<file path="src/rtl/memoria_de_instrucciones_if.sv">
`default_nettype none
// ============================================================================
//  Module      : memoria_de_instrucciones_if
//  Description : Fetch/load bus between the program counter, the program
//                loader and the instruction memory. o_error_paridad exists
//                only when MEM_PARIDAD_EN is defined.
//  Revision    : 1.0 - initial release
// ============================================================================
interface memoria_de_instrucciones_if #(
    parameter int DATA_W = 32
);
    logic [6:0]        i_direccion;
    logic              read_e;
    logic              carga_inicio;
    logic              carga_e;
    logic [DATA_W-1:0] carga_dato;
    logic [6:0]        cantidad_instrucciones;
    logic [DATA_W-1:0] o_instruccion;
    logic              o_instruccion_valida;
    logic              o_fin;
    logic              o_error;
`ifdef MEM_PARIDAD_EN
    logic              o_error_paridad;
`endif

    // master = program counter / loader side, slave = the memory
    modport master (
        output i_direccion, read_e, carga_inicio, carga_e, carga_dato,
`ifdef MEM_PARIDAD_EN
        input  o_error_paridad,
`endif
        input  cantidad_instrucciones, o_instruccion, o_instruccion_valida,
               o_fin, o_error
    );

    modport slave (
        input  i_direccion, read_e, carga_inicio, carga_e, carga_dato,
`ifdef MEM_PARIDAD_EN
        output o_error_paridad,
`endif
        output cantidad_instrucciones, o_instruccion, o_instruccion_valida,
               o_fin, o_error
    );
endinterface
`default_nettype wire

</file>
<file path="src/rtl/memoria_de_instrucciones.sv">
`default_nettype none
// ============================================================================
//  Module      : memoria_de_instrucciones
//  Description : Loadable instruction memory answering program-counter
//                fetches with a one-cycle valid strobe and end-of-program
//                pulse. Optional even-parity protection via MEM_PARIDAD_EN.
//  Revision    : 1.0 - initial release
// ============================================================================
module memoria_de_instrucciones #(
    parameter int DATA_W = 32,
    parameter int DEPTH  = 128   // at most 128: the fetch address is 7 bits
) (
    input  logic                        clk,
    input  logic                        reset,
    memoria_de_instrucciones_if.slave   bus
);

    localparam logic [7:0] c_depth = 8'(DEPTH);

    typedef enum logic [1:0] {
        INACTIVO = 2'd0,
        LECTURA  = 2'd1,
        ESPERA   = 2'd2,
        FIN      = 2'd3
    } estado_t;

    estado_t           state_q, state_d;
    logic [6:0]        dir_q, dir_d;
    logic [7:0]        count_q, count_d;
    logic [DATA_W-1:0] instr_q, instr_d;
    logic              valida_q, valida_d;
    logic              fin_q, fin_d;
    logic              error_q, error_d;

    logic [DATA_W-1:0] mem [DEPTH];

    logic              w_wr_en;
    logic [6:0]        w_wr_addr;
    logic              w_en_rango;
    logic [DATA_W-1:0] w_palabra;

`ifdef MEM_PARIDAD_EN
    logic              mem_par [DEPTH];
    logic              par_q, par_d;
    logic              w_par_mal;
`endif

    // Count doubles as the load pointer: both advance and clear together.
    assign w_en_rango = ({1'b0, dir_q} < count_q);
    assign w_palabra  = mem[dir_q];

`ifdef MEM_PARIDAD_EN
    assign w_par_mal  = (^w_palabra) != mem_par[dir_q];
`endif

    always_comb begin
        state_d   = state_q;
        dir_d     = dir_q;
        count_d   = count_q;
        instr_d   = instr_q;
        valida_d  = 1'b0;
        fin_d     = (state_q == FIN);
        error_d   = error_q;
        w_wr_en   = 1'b0;
        w_wr_addr = count_q[6:0];
`ifdef MEM_PARIDAD_EN
        par_d     = 1'b0;
`endif

        if (bus.carga_inicio) begin
            error_d = 1'b0;
        end

        case (state_q)
            INACTIVO: begin
                if (bus.carga_inicio) begin
                    count_d   = 8'd0;
                    w_wr_addr = 7'd0;
                    if (bus.carga_e) begin
                        w_wr_en = 1'b1;
                        count_d = 8'd1;
                    end
                end else if (bus.carga_e && (count_q < c_depth)) begin
                    w_wr_en = 1'b1;
                    count_d = count_q + 8'd1;
                end

                if (bus.read_e && (count_q != 8'd0)) begin
                    dir_d   = 7'd0;
                    state_d = LECTURA;
                end
            end

            LECTURA: begin
                valida_d = 1'b1;
                if (w_en_rango) begin
                    instr_d = w_palabra;
`ifdef MEM_PARIDAD_EN
                    par_d   = w_par_mal;
`endif
                end else begin
                    instr_d = '0;
                    error_d = 1'b1;
                end
                state_d = bus.read_e ? ESPERA : FIN;
            end

            ESPERA: begin
                // read_e falling takes priority over a simultaneous address change
                if (!bus.read_e) begin
                    state_d = FIN;
                end else if (bus.i_direccion != dir_q) begin
                    dir_d   = bus.i_direccion;
                    state_d = LECTURA;
                end
            end

            FIN: begin
                state_d = INACTIVO;
            end

            default: begin
                state_d = INACTIVO;
            end
        endcase
    end

    always_ff @(posedge clk or posedge reset) begin
        if (reset) begin
            state_q  <= INACTIVO;
            dir_q    <= 7'd0;
            instr_q  <= '0;
            valida_q <= 1'b0;
            fin_q    <= 1'b0;
            error_q  <= 1'b0;
`ifdef MEM_PARIDAD_EN
            par_q    <= 1'b0;
`endif
        end else begin
            state_q  <= state_d;
            dir_q    <= dir_d;
            instr_q  <= instr_d;
            valida_q <= valida_d;
            fin_q    <= fin_d;
            error_q  <= error_d;
`ifdef MEM_PARIDAD_EN
            par_q    <= par_d;
`endif
        end
    end

    // The program and its size survive reset; only carga_inicio clears the count.
    always_ff @(posedge clk) begin
        count_q <= count_d;
        if (w_wr_en) begin
            mem[w_wr_addr] <= bus.carga_dato;
`ifdef MEM_PARIDAD_EN
            mem_par[w_wr_addr] <= ^bus.carga_dato;
`endif
        end
    end

    assign bus.cantidad_instrucciones = (count_q == 8'd0) ? 7'd0 : 7'(count_q - 8'd1);
    assign bus.o_instruccion          = instr_q;
    assign bus.o_instruccion_valida   = valida_q;
    assign bus.o_fin                  = fin_q;
    assign bus.o_error                = error_q;
`ifdef MEM_PARIDAD_EN
    assign bus.o_error_paridad        = par_q;
`endif

endmodule
`default_nettype wire

</file>
<file path="src/flat_wrapper.sv">
// flat-port wrapper written by rule: the top's interface ports become plain ports
module memoria_de_instrucciones_flat 
#(
    parameter int DATA_W = 32,
    parameter int DEPTH  = 128                                              
)
  (clk, reset, bus_i_direccion, bus_read_e, bus_carga_inicio, bus_carga_e, bus_carga_dato, bus_cantidad_instrucciones, bus_o_instruccion, bus_o_instruccion_valida, bus_o_fin, bus_o_error);
  memoria_de_instrucciones_if #(.DATA_W(DATA_W)) bus_i ();
  input  logic clk;
  input  logic reset;
  input wire logic [$bits(bus_i.i_direccion)-1:0] bus_i_direccion;
  input wire logic [$bits(bus_i.read_e)-1:0] bus_read_e;
  input wire logic [$bits(bus_i.carga_inicio)-1:0] bus_carga_inicio;
  input wire logic [$bits(bus_i.carga_e)-1:0] bus_carga_e;
  input wire logic [$bits(bus_i.carga_dato)-1:0] bus_carga_dato;
  output wire logic [$bits(bus_i.cantidad_instrucciones)-1:0] bus_cantidad_instrucciones;
  output wire logic [$bits(bus_i.o_instruccion)-1:0] bus_o_instruccion;
  output wire logic [$bits(bus_i.o_instruccion_valida)-1:0] bus_o_instruccion_valida;
  output wire logic [$bits(bus_i.o_fin)-1:0] bus_o_fin;
  output wire logic [$bits(bus_i.o_error)-1:0] bus_o_error;
  assign bus_i.i_direccion = bus_i_direccion;
  assign bus_i.read_e = bus_read_e;
  assign bus_i.carga_inicio = bus_carga_inicio;
  assign bus_i.carga_e = bus_carga_e;
  assign bus_i.carga_dato = bus_carga_dato;
  assign bus_cantidad_instrucciones = bus_i.cantidad_instrucciones;
  assign bus_o_instruccion = bus_i.o_instruccion;
  assign bus_o_instruccion_valida = bus_i.o_instruccion_valida;
  assign bus_o_fin = bus_i.o_fin;
  assign bus_o_error = bus_i.o_error;
  memoria_de_instrucciones #(.DATA_W(DATA_W), .DEPTH(DEPTH)) u_core (.clk(clk), .reset(reset), .bus(bus_i));
endmodule
</file>
<file path="config.mk">
export PLATFORM = sky130hd
export DESIGN_NAME = memoria_de_instrucciones_flat
export DESIGN_NICKNAME = d
export VERILOG_FILES = /design/src/rtl/memoria_de_instrucciones_if.sv /design/src/rtl/memoria_de_instrucciones.sv /design/src/flat_wrapper.sv
export SDC_FILE = /design/constraint.sdc
export NUM_CORES = 2
export LEC_CHECK = 0
export ABC_AREA = 1
export CORE_ASPECT_RATIO = 0.8
export CORE_MARGIN = 2
export CORE_UTILIZATION = 29
export DETAILED_ROUTE_END_ITERATION = 10
export GPL_TIMING_DRIVEN = 0
export PLACE_DENSITY = 0.43
export SYNTH_ARGS = -nofsm -noshare
export SYNTH_HDL_FRONTEND = slang
export SYNTH_SLANG_ARGS = --single-unit
</file>
<file path="constraint.sdc">
create_clock -name clk -period 3.5 [get_ports clk]
set_input_delay 0.35 -clock clk [delete_from_list [all_inputs] [get_ports clk]]
set_output_delay 0.35 -clock clk [all_outputs]
set_load 0.005 [all_outputs]
</file>
==> results.sh <==
export IMPL_finalWirelength_um=814000
export IMPL_cts_max_level=5
export IMPL_worst_clock_skew_ps=87.9
export IMPL_p_leak_nw=71.6
export IMPL_setup_viol=125
export IMPL_critPathKind="reg2reg"
export IMPL_syn_to_final_growth_pct=20.4
export IMPL_grt_use_total=0.269
export IMPL_holdCritPathClass="in2reg"
export IMPL_worst_path_buf_inv=4
export IMPL_syn_inst=14100
export IMPL_violations="negative setup slack"
export IMPL_pin_count=86
export IMPL_fp_row_count=249
export IMPL_placed_cells=22100
export IMPL_path_cells="clkbuf_1, inv_1, clkbuf_2, clkbuf_1, nand3_1, nand3_1, nand3_2, nand3_2, nand2_1"
export IMPL_yosys_area_top_type="edfxtp_1"
export IMPL_intPower_w=0.0953
export IMPL_root_buffer="clkbuf_16"
export IMPL_syn_avg_cell_area_um2=11.9
export IMPL_tightest_slew_ps=1140
export IMPL_maxSlewHeadroom=0.243
export IMPL_critPathMaxStageDelay_ps=620
export IMPL_fin_tns_setup_ps=-12000
export IMPL_die_area_um2=585000
export IMPL_synth_edf_count=4104
export IMPL_clk_latency_ps=1080
export IMPL_fin_util=0.351
export IMPL_grt_pass1_wl_um=1060000
export IMPL_clockBufferDepth=4
export IMPL_period_share=1.08
export IMPL_critPathSlowestCell="clkbuf_1"
export IMPL_switching_share=0.465
export IMPL_path_depth=9
export IMPL_synth_nets=14200
export IMPL_start_util=0.291
export IMPL_power_density_nw_per_um2=881
export IMPL_synth_top_flop_cell="edfxtp_1"
export IMPL_seq_power_share=0.311
export IMPL_stdcell_count=23100
export IMPL_ys_warn_count=0
export IMPL_grt_overflow=0
export IMPL_vias=121000
export IMPL_path_delay_family="buffers and inverters"
export IMPL_vias_per_cell=5.24
export IMPL_yosysSeqAreaShare=0.741
export IMPL_die_x_um=854
export IMPL_p_comb_frac=0.437
export IMPL_min_delay_path_depth=2
export IMPL_r2r_setup_slack_ps=-280
export IMPL_pwr_share_clk=0.252
export IMPL_clk_pin_slew_ps=70
export IMPL_clock_fmax_mhz=264
export IMPL_required_ps=4440
export IMPL_cp_max_fo=10
export IMPL_yosysUniqueCellTypes=31
export IMPL_drc=0
export IMPL_wl_per_cell_um=35.2
export IMPL_synth_top_area_frac=0.734
export IMPL_drv_slew=0
export IMPL_cp_start_kind="flip-flop"
export IMPL_grt_antenna_before_repair=75
export IMPL_max_vdd_ir_drop_mv=0.542
export IMPL_critical_path_arrival_ps=4730
export IMPL_coreArea_um2=576000
export IMPL_endpoint_kind="flip-flop"
export IMPL_maxCapViolCount=0
export IMPL_portBuffers=85
export IMPL_place_congestion=0.989
export IMPL_syn_area_um2=168000
export IMPL_ys_async_sr_fraction=0.0106
export IMPL_numCtsBuffers=431
export IMPL_numClockSinks=4148
export IMPL_power_switching_w=0.0828
export IMPL_first_global_vias=108000
export IMPL_r2r_cells=9
export IMPL_die_y_um=684
export IMPL_layout_setup_ws_ps=-284
export IMPL_rsz0062_at_grt="true"
export IMPL_status="finished, violations left"
export IMPL_period_needed_ps=3780
export IMPL_dp_hpwl_um=576000
export IMPL_drive_above_1_share=0.136
export IMPL_synth_area_leaders="edfxtp_1, nand2_1, nand3_1"
export IMPL_dr_pass1_iters=6
export IMPL_ys_seq_elements=4148
export IMPL_hold_violations=0
export IMPL_grt_max_degree=85
export IMPL_detail_route_antenna_nets=0
export IMPL_cts_tree="built"
export IMPL_final_nets=15200
export IMPL_drt_iter0_markers=19100
## power groups by stage
stage | logic, W | registers [W] | clock network (W)
after floorplan | 0.0312 | 0.0563 | 0
after global placement | 0.0726 | 0.0569 | 0
after detailed placement | 0.0731 | 0.0564 | 0
after CTS | 0.0754 | 0.0554 | 0.0453
after global routing | 0.0793 | 0.0554 | 0.0470
final | 0.0778 | 0.0554 | 0.0449
## routing by layer
layer	up-vias	share of wire	GRT usage
li1	51900	-	-
met1	61900	0.44	0.399
met2	6384	0.42	0.391
met3	947	0.091	0.0475
met4	8	0.044	0.100
met5	-	0.00033	0
## worst paths after layout
path / startpoint / to
worst max-delay path: u_core.dir_q[4] / u_core.bus.o_instruccion[16]
worst min-delay path: bus_carga_inicio / u_core.count_q[1]
worst max register to register: u_core.dir_q[4] / u_core.bus.o_instruccion[16]
worst min register to register: u_core.bus.o_instruccion[21] / u_core.bus.o_instruccion[21]
max in group asynchronous: reset / u_core.bus.o_instruccion[28]
min in group asynchronous: reset / u_core.bus.o_error
## Yosys cell counts, drive strengths merged, types with 2 or more instances
cell type / number
nand3: 3563
nor3: 12
xor2: 7
nand2: 5238
inv: 42
edfxtp: 4104
clkbuf: 186
o21ai: 16
nand4: 3
or2: 2
ha: 9
a21oi: 13
buf: 732
dfrtp: 44
nor2: 155
## flip-flops by register name, indices dropped and copies added (netlist names)
| signal | flops |
|---|---|
| u_core.dir_q | 7 |
| u_core.bus.o_instruccion_valida | 1 |
| u_core.state_q | 2 |
| u_core.bus.o_instruccion | 32 |
| u_core.bus.o_fin | 1 |
| u_core.bus.o_error | 1 |
| u_core.mem | 4096 |
| u_core.count_q | 8 |
## final cells by class
type,count,area (µm²)
Clock inverter,215,1740
Multi-Input combinational cell,9028,40600
Timing Repair Buffer,528,8570
Sequential cell,4148,124000
Tap cell,7655,9580
Antenna cell,34,85.1
Fill cell,57000,374000
Clock buffer,555,11400
Buffer,918,5610
Inverter,43,174
## repair_timing
item                                   in CTS  in global routing
hold buffers                               33                  0
gates resized for setup                   444                119
setup endpoints to repair                2671                993
gates cloned                                2                  2
buffers inserted                           94                 65
pin swaps                                  57                 27
endpoints found under the hold margin    1799                  0
## cells in the final DEF (no fill, tap or decap), types with 50 or more instances in the layout
master,synthesis,final
buf_16,0,76
nor2_4,1,135
clkbuf_2,1,74
clkbuf_1,185,209
buf_2,490,409
buf_6,17,62
buf_4,151,310
buf_12,1,219
nand3_1,3563,3447
clkbuf_16,0,434
edfxtp_1,4104,4104
nand2_1,5238,5192
nand3_2,0,84
clkdlybuf4s50_1,0,50
clkinv_2,0,60
clkinv_1,1,109
## cells by family after synthesis
family                   after synthesis  synth area share
adder cells (fa/ha/maj)                9          0.000671
flip-flops                          4148             0.741
buffers and inverters                961            0.0294
AND/OR/NAND/NOR                     8975             0.228
XOR/XNOR                               7          0.000365
AO/OA/AOI/OAI                         33           0.00104
## metrics by stage
step           total power, W  setup WS [ps]  hold slack (ps)  instance area [µm²]
2_1_floorplan          0.0875           -326              449               168000
3_3_place_gp            0.130          -5180              469               178000
3_5_place_dp            0.130          -1480              471               185000
4_1_cts                 0.176           -510             43.9               201000
5_1_grt                 0.182           -196              141               202000
6_report                0.178           -284              109               202000
No activity file was read; power rests on OpenSTA's default activity.
